### src/rtl/spram_stream_reader_if.sv
`default_nettype none
// ============================================================================
//  Module      : spram_stream_reader_if
//  Description : Word-wide bus between a RAM master and the byte-write
//                single-port RAM. The RAM returns read data one cycle after
//                it samples the address (registered read).
//  Signals     : write       - write enable (master -> RAM)
//                address     - byte address (master -> RAM)
//                write_data  - write word (master -> RAM)
//                write_strb  - per-byte write enables (master -> RAM)
//                read_data   - word for the previous cycle's address (RAM -> master)
//  Revision    : 1.0 - initial release
// ============================================================================
interface spram_stream_reader_if #(
    parameter int ADDR_WIDTH = 32,
    parameter int DATA_WIDTH = 32
);
    logic                    write;
    logic [ADDR_WIDTH-1:0]   address;
    logic [DATA_WIDTH-1:0]   write_data;
    logic [DATA_WIDTH/8-1:0] write_strb;
    logic [DATA_WIDTH-1:0]   read_data;

    modport master (
        output write,
        output address,
        output write_data,
        output write_strb,
        input  read_data
    );

    modport slave (
        input  write,
        input  address,
        input  write_data,
        input  write_strb,
        output read_data
    );
endinterface
`default_nettype wire

### src/rtl/spram_stream_reader.sv
`default_nettype none
// ============================================================================
//  Module      : spram_stream_reader
//  Description : Read-only master for the single-port RAM. A start command
//                launches a strided sequence of word reads; returning words
//                are buffered in a 2-entry FIFO and delivered as a
//                valid/ready stream with a last flag.
//  Ports       : clk, rst_n           - clock, async active-low reset
//                start                - command pulse (honoured only when idle)
//                base_addr            - byte address of word 0 (word aligned)
//                word_count           - words to read, 0 = no-op
//                stride               - word step between reads
//                busy, done           - command status / completion pulse
//                mem_if (master)      - RAM bus, write controls tied off
//                out_valid/ready/data/last - output word stream
//                stall_cycles         - optional back-pressure counter
//  Options     : define SPRAM_STREAM_READER_STALL_CNT_EN to add stall_cycles
//  Revision    : 1.0 - initial release
// ============================================================================
module spram_stream_reader #(
    parameter int ADDR_WIDTH = 32,
    parameter int DATA_WIDTH = 32,
    parameter int CNT_WIDTH  = 16
) (
    input  wire logic                  clk,
    input  wire logic                  rst_n,
    input  wire logic                  start,
    input  wire logic [ADDR_WIDTH-1:0] base_addr,
    input  wire logic [CNT_WIDTH-1:0]  word_count,
    input  wire logic [CNT_WIDTH-1:0]  stride,
    output logic                       busy,
    output logic                       done,
    spram_stream_reader_if.master      mem_if,
    output logic                       out_valid,
    input  wire logic                  out_ready,
    output logic [DATA_WIDTH-1:0]      out_data,
    output logic                       out_last
`ifdef SPRAM_STREAM_READER_STALL_CNT_EN
    ,
    output logic [31:0]                stall_cycles
`endif
);

    localparam int c_BYTES = DATA_WIDTH / 8;
    localparam int c_LSB   = $clog2(c_BYTES);
    localparam logic [ADDR_WIDTH-1:0] c_ALIGN_MASK = ~ADDR_WIDTH'(c_BYTES - 1);

    typedef enum logic [1:0] {
        S_IDLE  = 2'd0,
        S_RUN   = 2'd1,
        S_DRAIN = 2'd2
    } state_t;

    state_t                r_state;
    state_t                w_state_nxt;

    logic [ADDR_WIDTH-1:0] r_next_addr;   // address of the next read to issue
    logic [ADDR_WIDTH-1:0] r_last_addr;   // address of the most recent read
    logic [CNT_WIDTH-1:0]  r_stride;
    logic [CNT_WIDTH-1:0]  r_count;
    logic [CNT_WIDTH-1:0]  r_issued;

    // Set in the cycle the RAM presents data for a read issued one cycle earlier.
    logic                  r_in_flight;
    logic                  r_in_flight_last;

    logic [DATA_WIDTH-1:0] r_fifo_data [2];
    logic                  r_fifo_last [2];
    logic                  r_wptr;
    logic                  r_rptr;
    logic [1:0]            r_occ;
    logic                  r_done;

    logic                  w_pop;
    logic                  w_issue;
    logic                  w_issue_last;
    logic                  w_accept;
    logic                  w_done_nxt;
    logic [2:0]            w_committed;
    logic [ADDR_WIDTH-1:0] w_step;

    always_comb begin
        w_state_nxt  = r_state;
        w_pop        = (r_occ != 2'd0) && out_ready;
        // Slots already claimed once this cycle's pop is accounted for. Counting
        // the pop lets a read issue while the head word leaves, which is what
        // keeps the stream at one word per cycle with only two slots.
        w_committed  = {1'b0, r_occ} + {2'b00, r_in_flight} - {2'b00, w_pop};
        w_issue      = (r_state == S_RUN) && (r_issued < r_count) && (w_committed < 3'd2);
        w_issue_last = (r_issued == (r_count - CNT_WIDTH'(1)));
        w_accept     = (r_state == S_IDLE) && start;
        w_done_nxt   = 1'b0;
        w_step       = ADDR_WIDTH'(r_stride) << c_LSB;

        case (r_state)
            S_IDLE: begin
                if (start) begin
                    if (word_count != '0) begin
                        w_state_nxt = S_RUN;
                    end else begin
                        w_done_nxt = 1'b1;
                    end
                end
            end
            S_RUN: begin
                if (w_issue && w_issue_last) begin
                    w_state_nxt = S_DRAIN;
                end
            end
            S_DRAIN: begin
                if (w_pop && r_fifo_last[r_rptr]) begin
                    w_state_nxt = S_IDLE;
                    w_done_nxt  = 1'b1;
                end
            end
            default: begin
                w_state_nxt = S_IDLE;
            end
        endcase
    end

    always_ff @(posedge clk or negedge rst_n) begin
        if (!rst_n) begin
            r_state <= S_IDLE;
        end else begin
            r_state <= w_state_nxt;
        end
    end

    always_ff @(posedge clk or negedge rst_n) begin
        if (!rst_n) begin
            r_next_addr      <= '0;
            r_last_addr      <= '0;
            r_stride         <= '0;
            r_count          <= '0;
            r_issued         <= '0;
            r_in_flight      <= 1'b0;
            r_in_flight_last <= 1'b0;
            r_wptr           <= 1'b0;
            r_rptr           <= 1'b0;
            r_occ            <= 2'd0;
            r_done           <= 1'b0;
            for (int i = 0; i < 2; i++) begin
                r_fifo_data[i] <= '0;
                r_fifo_last[i] <= 1'b0;
            end
        end else begin
            r_done <= w_done_nxt;

            if (w_accept && (word_count != '0)) begin
                r_next_addr <= base_addr & c_ALIGN_MASK;
                r_stride    <= stride;
                r_count     <= word_count;
                r_issued    <= '0;
            end

            if (w_issue) begin
                r_last_addr <= r_next_addr;
                r_next_addr <= r_next_addr + w_step;
                r_issued    <= r_issued + CNT_WIDTH'(1);
            end

            r_in_flight      <= w_issue;
            r_in_flight_last <= w_issue && w_issue_last;

            if (r_in_flight) begin
                r_fifo_data[r_wptr] <= mem_if.read_data;
                r_fifo_last[r_wptr] <= r_in_flight_last;
                r_wptr              <= ~r_wptr;
            end

            if (w_pop) begin
                r_rptr <= ~r_rptr;
            end

            case ({r_in_flight, w_pop})
                2'b10:   r_occ <= r_occ + 2'd1;
                2'b01:   r_occ <= r_occ - 2'd1;
                default: r_occ <= r_occ;
            endcase
        end
    end

`ifdef SPRAM_STREAM_READER_STALL_CNT_EN
    logic [31:0] r_stall_cycles;

    always_ff @(posedge clk or negedge rst_n) begin
        if (!rst_n) begin
            r_stall_cycles <= '0;
        end else if (w_accept) begin
            r_stall_cycles <= '0;
        end else if (busy && out_valid && !out_ready && (r_stall_cycles != '1)) begin
            r_stall_cycles <= r_stall_cycles + 32'd1;
        end
    end

    assign stall_cycles = r_stall_cycles;
`endif

    // The address is only meaningful in an issue cycle; otherwise it parks on
    // the last read address so the bus does not toggle needlessly.
    assign mem_if.address    = w_issue ? r_next_addr : r_last_addr;
    assign mem_if.write      = 1'b0;
    assign mem_if.write_data = '0;
    assign mem_if.write_strb = '0;

    assign busy      = (r_state != S_IDLE);
    assign done      = r_done;
    assign out_valid = (r_occ != 2'd0);
    assign out_data  = r_fifo_data[r_rptr];
    assign out_last  = out_valid && r_fifo_last[r_rptr];

endmodule
`default_nettype wire
### src/flat_wrapper.sv
// flat-port wrapper written by rule: the top's interface ports become plain ports
module spram_stream_reader_flat 
#(
    parameter int ADDR_WIDTH = 32,
    parameter int DATA_WIDTH = 32,
    parameter int CNT_WIDTH  = 16
)
  (clk, rst_n, start, base_addr, word_count, stride, busy, done, out_valid, out_ready, out_data, out_last, mem_if_write, mem_if_address, mem_if_write_data, mem_if_write_strb, mem_if_read_data);
  spram_stream_reader_if #(.ADDR_WIDTH(ADDR_WIDTH), .DATA_WIDTH(DATA_WIDTH)) mem_if_i ();
  input  wire logic clk;
  input  wire logic rst_n;
  input  wire logic start;
  input  wire logic [ADDR_WIDTH-1:0] base_addr;
  input  wire logic [CNT_WIDTH-1:0] word_count;
  input  wire logic [CNT_WIDTH-1:0] stride;
  output logic busy;
  output logic done;
  output logic out_valid;
  input  wire logic out_ready;
  output logic [DATA_WIDTH-1:0] out_data;
  output logic out_last;
  output wire logic [$bits(mem_if_i.write)-1:0] mem_if_write;
  output wire logic [$bits(mem_if_i.address)-1:0] mem_if_address;
  output wire logic [$bits(mem_if_i.write_data)-1:0] mem_if_write_data;
  output wire logic [$bits(mem_if_i.write_strb)-1:0] mem_if_write_strb;
  input wire logic [$bits(mem_if_i.read_data)-1:0] mem_if_read_data;
  assign mem_if_write = mem_if_i.write;
  assign mem_if_address = mem_if_i.address;
  assign mem_if_write_data = mem_if_i.write_data;
  assign mem_if_write_strb = mem_if_i.write_strb;
  assign mem_if_i.read_data = mem_if_read_data;
  spram_stream_reader #(.ADDR_WIDTH(ADDR_WIDTH), .DATA_WIDTH(DATA_WIDTH), .CNT_WIDTH(CNT_WIDTH)) u_core (.clk(clk), .rst_n(rst_n), .start(start), .base_addr(base_addr), .word_count(word_count), .stride(stride), .busy(busy), .done(done), .mem_if(mem_if_i), .out_valid(out_valid), .out_ready(out_ready), .out_data(out_data), .out_last(out_last));
endmodule
### config.mk
export PLATFORM = sky130hd
export DESIGN_NAME = spram_stream_reader_flat
export DESIGN_NICKNAME = d
export VERILOG_FILES = /design/src/rtl/spram_stream_reader_if.sv /design/src/rtl/spram_stream_reader.sv /design/src/flat_wrapper.sv
export SDC_FILE = /design/constraint.sdc
export NUM_CORES = 1
export LEC_CHECK = 0
export CAP_MARGIN = 20
export CORE_MARGIN = 3
export CORE_UTILIZATION = 35
export DETAILED_ROUTE_END_ITERATION = 12
export SLEW_MARGIN = 5
export SYNTH_ARGS = -nofsm -noshare
export SYNTH_HDL_FRONTEND = slang
export SYNTH_SLANG_ARGS = --single-unit
### constraint.sdc
create_clock -name clk -period 5.96 [get_ports clk]
set_clock_uncertainty 0.05 [all_clocks]
set_input_delay 1.192 -clock clk [delete_from_list [all_inputs] [get_ports clk]]
set_output_delay 1.192 -clock clk [all_outputs]
set_load 0.03 [all_outputs]
==> results.md, run 1 <==
* Standard-cell rows at 60
* Initial core utilization at 36.17%
* Area used by sequential logic in the layout at 4629 um^2
* Pin count of the biggest net entering global routing at 117
* Slowest Stage Delay on Critical Path at 0.55 ns
* Remaining antenna violation count after routing at 0
* CTS tree: yes
* Final HPWL DP at 17.34 mm
* Highest-delay cell along the critical path: or4_1
* Worst-Margin Slew at 0.9531 ns
* Cts-stage hold buffer count at 0
* Mean post-synth cell area at 10.04 um^2
* H-Tree Level Count at 4
* Chip width at 174.1 um
* Kind of end point of the critical path: output pin
* Min-Delay Path Class: reg -> reg
* Layout overhead on the synthesized area at 26.42%
* Most frequent cells in the layout: nand2_1, dfrtp_1, clkdlybuf4s50_1, mux2_2, o21ai_0
* Most frequent standard cell in the layout excluding fill and tap cells: nand2_1
* Die outline area at 30290 um^2
* Data arrival at the endpoint of the critical path at 4.50 ns
* Core region area at 27330 um^2
* Total of flip-flops plus latches after synthesis at 185
* Total I/O pin count at 205
* Path type of the worst setup path: in -> out
* Library cell used as clock root buffer: clkbuf_16
* Number of buffers created by CTS at 17
* Largest delay share family, worst path: simple AND/OR/NAND/NOR gates
* Wire length per cell after detailed routing at 16.01 um
* Die Ht at 174.1 um
* RSZ-0062 raised after global routing: no
* Sum Neg Setup Slack at 0 ns
* Highest clock frequency the design can meet at 174.0 MHz
* Static leakage at 5.739 nW
* Nature of the critical path startpoint: input port
* Share of flip-flops with an asynchronous set or reset at 100.0%
* NumNets Final at 1278
* Number of clock sinks at 185
* Hold slack at 0.4266 ns
* Antenna violations before repair at 1
* Final Max Slew Viols at 0
* Multi-input logic area at 4811 um^2
* Unique cell type count in the Yosys netlist at 65
* CP Buf/Inv Count at 5
* Clock latency of the later-clocked register in the worst-skew pair at 0.43 ns
* Most common cell on crit path: nand2_1
* Final hold violations at 0
* Layout fillers at 2649
* Final setup violation count at 0
* Sequence of cells on the critical path: clkdlybuf4s50_1 > nand2_1 > inv_1 > ha_1 > nor2b_1 > fa_1 > or4_1 > a21oi_1 > o211ai_1 > or2_4 > inv_1 > buf_12 > nand2_1 > nand2_1 > buf_12
* Global-route wire length before repair at 40.45 mm
* Predominant post-synthesis flop cell: dfrtp_1
* Detailed-router iteration count before antenna repair at 7
* Run status: finished, final reports clean
* Tcrit/Tclk final at 96.41%
* Clock slew at reported path FFs at 0.08 ns
* Per-cell via count in the routed design at 4.998
* Post-route minimum period at 5.746 ns
* EDFF count, synth at 0
* Number of max-cap violations at 0
* Gate Count Post-Synth at 985
* Sequential element share of the synthesized area at 46.84%
* Final routed wirelength across all metal layers at 24.41 mm
* Initial detailed-routing violation count at 428
* Number of diodes added for antenna fixing at 0
* DRC violation count after routing at 0
* Vias after detailed routing at 7622
* Number of global-route vias before repair at 7858
* Rel. slew slack at 36.46%
* Max Buffers Root-to-Sink at 2
* Gr usage total at 16.20%
* Yosys synthesis warning count at 0
* Power per standard cell area at 448.9 nW/um^2
* VDD IR max at 337.4 uV
* Cell area after synthesis at 9884 um^2
* Final RePlAce weighted congestion at 0.8371
* Biggest fanout along the worst timing path at 23
* Layout cells sized above 1 at 16.13%
* Endpoint required time on the critical path at 4.72 ns
* Port Buffer Count at 165
* Congestion Overflow GR at 0
-- final timing paths --
check                                         end  depth (start not counted)  slack [ns]                    from
hold / removal             u_core.r_last_addr[25]                          2        0.43  u_core.r_last_addr[25]
min in group asynchronous  u_core.r_fifo_data[35]                          1        0.83                   rst_n
max in group asynchronous  u_core.r_last_addr[23]                          2        3.92                   rst_n
setup / recovery               mem_if_address[19]                         15        0.21               out_ready
hold reg to reg            u_core.r_last_addr[25]                          2        0.43  u_core.r_last_addr[25]
setup reg to reg            u_core.r_next_addr[6]                         15        1.99         u_core.r_occ[1]
-- Yosys cell counts, drive strengths merged (7+ instances only) --
cell type,number,area share [%]
nand2,186,7.1
dfrtp,185,47
mux2,98,11
o21ai,59,3.0
buf,51,3.5
nor2,38,1.4
ha,36,4.6
inv,35,1.3
clkbuf,30,1.1
a21oi,29,1.5
xnor2,22,1.9
nand3,20,1.0
xor2,14,1.2
and3,13,0.82
a21o,12,0.91
a221o,12,1.2
nand4,10,0.63
nor4,10,0.63
or4,10,0.76
nor3,9,0.46
nand2b,8,0.58
nor3b,8,0.61
nor2b,7,0.44
o311ai,7,0.62
-- layer usage --
metal | global-route usage, % | up-vias | routed length [um]
met1 | 22.42 | 3678 | 11720
met2 | 26.25 | 214 | 11200
met4 | 3.820 | 2 | 283
li1 | - | 3707 | -
met3 | 3.233 | 21 | 1194
met5 | 0 | - | 13
-- cell type report --
type | instances | area share [%]
Clock buffer | 18 | 3.434
Timing Repair Buffer | 181 | 14.98
Tap cell | 372 | 3.725
Multi-Input combinational cell | 720 | 38.50
Clock inverter | 14 | 1.262
Sequential cell | 185 | 37.05
Inverter | 35 | 1.051
-- cell families after synthesis --
kind of cell,synth area share (%)
simple gates,15.89
flops,46.84
compound gates,11.39
buf+inv,5.924
mux,11.77
fa+ha+maj,4.962
xor+xnor,3.190
other cells,0.03794
-- registers in the layout (all words and copies together), names as in the netlist --
name                     cells
u_core.r_fifo_data          64
u_core.r_last_addr          32
u_core.r_next_addr          30
u_core.r_count              16
u_core.r_issued             16
u_core.r_stride             16
u_core.r_fifo_last           2
u_core.r_occ                 2
u_core.r_state               2
u_core.done                  1
u_core.r_in_flight           1
u_core.r_in_flight_last      1
u_core.r_rptr                1
u_core.r_wptr                1
-- repair_timing --
action | in CTS | in global routing
resized for setup | 0 | 3
setup buffers | 0 | 0
endpoints found under the setup margin | 0 | 4
-- worst min-delay path, stage by stage (launching register included) --
cell	delay, ns
dfrtp_1	0.33
nand2_1	0.04
nand2_1	0.07
-- metrics by stage --
step,setup slack [ns],std cells,utilization [%],cell area (um^2),total power (W)
6_report,0.2142,1525,45.73,12500,0.005609
5_1_grt,0.01022,1525,45.73,12500,0.005967
4_1_cts,0.06543,1525,45.70,12490,0.005704
3_5_place_dp,0.08199,1493,43.55,11900,0.004544
3_3_place_gp,0.1053,1493,43.55,11900,0.004505
2_1_floorplan,0.5156,1021,-,10020,0.003486
-- power breakdown --
part	switching (W)	internal (W)	leakage [nW]	total (W)
clock network	0.000567	0.000565	0.287	0.00113
registers	0.000153	0.00156	2.31	0.00171
logic	0.00157	0.00119	3.14	0.00277
total	0.00229	0.00332	5.74	0.00561
Note: power is estimated with default switching activity, not from simulation.
==> run 2, diff against run 1 <==
--- a/config.mk
+++ b/config.mk
@@ -9,3 +9,3 @@
 export CORE_MARGIN = 3
-export CORE_UTILIZATION = 35
+export CORE_UTILIZATION = 25
 export DETAILED_ROUTE_END_ITERATION = 12
==> constraint.sdc (replaced) <==
create_clock -name clk -period 7.4 [get_ports clk]
set_clock_uncertainty 0.05 [all_clocks]
set_input_delay 1.11 -clock clk [delete_from_list [all_inputs] [get_ports clk]]
set_output_delay 1.11 -clock clk [all_outputs]
set_load 0.03 [all_outputs]
==> run 2 against run 1 <==
  * Design area increased by 0.67%
  * Setup slack improved by 0.57 ns
  * Flip-flop and latch count unchanged
  * Register-to-register slack improved by 0.83 ns
  * Sequential power decreased by 19%
  * First-iteration DRC count decreased by 16%
==> results.md, run 2 (synthesized netlist as in run 1, its figures left out) <==
* Global-route wire length before repair at 42.61 mm (+5.4%)
* Final hold violations at 0 (unchanged)
* Per-cell via count in the routed design at 4.604 (-7.9%)
* Kind of end point of the critical path: output pin
* Reg2Reg Launch Point: u_core.r_occ[0]
* Congestion Overflow GR at 0 (unchanged)
* Depth of the most critical reg-to-reg path at 15 (unchanged)
* CTS tree: yes
* Endpoint required time on the critical path at 6.24 ns (+1.52 ns)
* Number of buffers created by CTS at 17 (unchanged)
* Final HPWL DP at 18.51 mm (+6.8%)
* Final routed wirelength across all metal layers at 26.40 mm (+8.2%)
* Pin count of the biggest net entering global routing at 67 (-43%)
* Biggest fanout along the worst timing path at 50 (+120%)
* Nature of the critical path startpoint: input port
* Gr usage total at 12.81% (-3.4 points)
* Most frequent cells in the layout: nand2_1, dfrtp_1, clkdlybuf4s50_1, mux2_2, o21ai_0
* Tcrit/Tclk final at 89.43%
* Clock slew at reported path FFs at 0.07 ns (about the same)
* Rel. slew slack at 39.71% (+3.3 points)
* Register with the highest flop count: u_core.r_fifo_data
* Static leakage at 5.579 nW (-2.8%)
* H-Tree Level Count at 4 (unchanged)
* Port Buffer Count at 165 (unchanged)
* Number of max-cap violations at 0 (unchanged)
* Number of setup buffers added after CTS at 0 (unchanged)
* Number of clock sinks at 185 (unchanged)
* Registers with the highest flip-flop counts: u_core.r_fifo_data: 64 flops, u_core.r_last_addr: 32 flops, u_core.r_next_addr: 30 flops
* Post-route minimum period at 6.617 ns
* Number of flip-flops under the largest register name at 64 (unchanged)
* Hold path depth at 2 (unchanged)
* Wire length per cell after detailed routing at 15.85 um (-0.99%)
* DRC violation count after routing at 0 (unchanged)
* Library cell used as clock root buffer: clkbuf_16
* Cts-stage hold buffer count at 0 (unchanged)
* Data arrival at the endpoint of the critical path at 5.46 ns (+0.96 ns)
* Max Buffers Root-to-Sink at 2 (unchanged)
* Minimum setup slack among reg-to-reg paths at 2.82 ns (+0.83 ns)
* Layout overhead on the synthesized area at 27.27%
* Min-Delay Path Class: reg -> reg
* Final setup violation count at 0 (unchanged)
* NumNets Final at 1273 (-0.39%)
* Hold Crit Endpoint: u_core.r_last_addr[11]
* Standard-cell rows at 72 (+20%)
* VDD IR max at 212.4 uV (-37%)
* Die Ht at 204.8 um (+18%)
* Vias after detailed routing at 7670 (+0.63%)
* Die outline area at 41960 um^2 (+39%)
* Total design power at 0.004433 W (-21%)
* Detailed-router iteration count before antenna repair at 4 (-3)
* Antenna violations before repair at 1 (unchanged)
* Final RePlAce weighted congestion at 0.8051 (-3.8%)
* Worst-Margin Slew at 0.9003 ns (-0.05280 ns)
* Most frequent standard cell in the layout excluding fill and tap cells: nand2_1
* Initial core utilization at 25.46% (-11 points)
* Sum Neg Setup Slack at 0 ns (unchanged)
* Power per standard cell area at 352.4 nW/um^2 (-21%)
* Final Max Slew Viols at 0 (unchanged)
* Run status: finished, final reports clean
* Total I/O pin count at 205 (unchanged)
* Chip width at 204.8 um (+18%)
* Remaining antenna violation count after routing at 0 (unchanged)
* Highest clock frequency the design can meet at 151.1 MHz
* Number of global-route vias before repair at 8011 (+1.9%)
* Path type of the worst setup path: in -> out
* RSZ-0062 raised after global routing: no
* Number of diodes added for antenna fixing at 0 (unchanged)
* Cells resized by post-CTS repair at 0 (unchanged)
* Core region area at 38830 um^2 (+42%)
* Startpoint of the most critical hold path: u_core.r_last_addr[11]
* Clock latency of the later-clocked register in the worst-skew pair at 0.44 ns (about the same)
* Initial detailed-routing violation count at 358 (-16%)
* R2R Path End: u_core.r_next_addr[11]
* Layout cells sized above 1 at 13.50% (-2.6 points)
## run 2: worst max path at each step
stage          startpoint                 end  slack [ns]  cells past startpoint
2_1_floorplan   out_ready  mem_if_address[12]        2.12                     13
3_3_place_gp    out_ready  mem_if_address[30]        0.82                     15
3_5_place_dp    out_ready  mem_if_address[30]        0.79                     15
4_1_cts         out_ready  mem_if_address[30]        0.76                     15
5_1_grt         out_ready  mem_if_address[30]        0.43                     15
6_report        out_ready  mem_if_address[30]        0.78                     15
## run 2: per-stage QoR
| stage | worst slack [ns] | cells | util, % | instance area [um^2] | hold slack, ns |
|---|---|---|---|---|---|
| finish | 0.7825 | 1666 | 32.40 | 12580 | 0.4235 |
| global route | 0.4318 | 1666 | 32.40 | 12580 | 0.4459 |
| CTS | 0.7550 | 1665 | 32.35 | 12560 | 0.4295 |
| detailed placement | 0.7926 | 1633 | 30.89 | 12000 | 0.4081 |
| global placement | 0.8211 | 1633 | 30.89 | 12000 | 0.4092 |
| floorplan | 2.120 | 1021 | - | 10020 | 0.3977 |
## run 2: layer usage
layer / track usage, % / vias to the layer above / wire length, um
li1: - / 3693 / -
met1: 16.48 / 3786 / 12130
met2: 21.14 / 168 / 12390
met3: 3.210 / 21 / 1437
met4: 4.080 / 2 / 433
met5: 0 / - / 12
## run 2: worst max-delay path: stages
cell and delay, ns:
clkdlybuf4s50_1 0.40, nand2_1 0.12, inv_1 0.08, ha_1 0.34
nor2b_1 0.16, fa_1 0.43, or4_1 0.57, a21oi_1 0.15
o211ai_1 0.12, or2_4 0.45, inv_1 0.11, buf_4 0.45
nand2_1 0.12, nand2_1 0.11, clkdlybuf4s50_1 0.72
## run 2: cell type report
cell class	count	area [um^2]
Clock buffer	18	429.2
Clock inverter	14	135.1
Fill cell	3978	26250
Inverter	35	131.4
Multi-Input combinational cell	720	4816
Sequential cell	185	4629
Tap cell	518	648.1
Timing Repair Buffer	176	1790
## run 2: report_power, final
group	leakage [nW]	switching, W	internal [W]
registers	2.31	0.000123	0.00125
clock network	0.264	0.000449	0.000445
logic	3.00	0.00129	0.000878
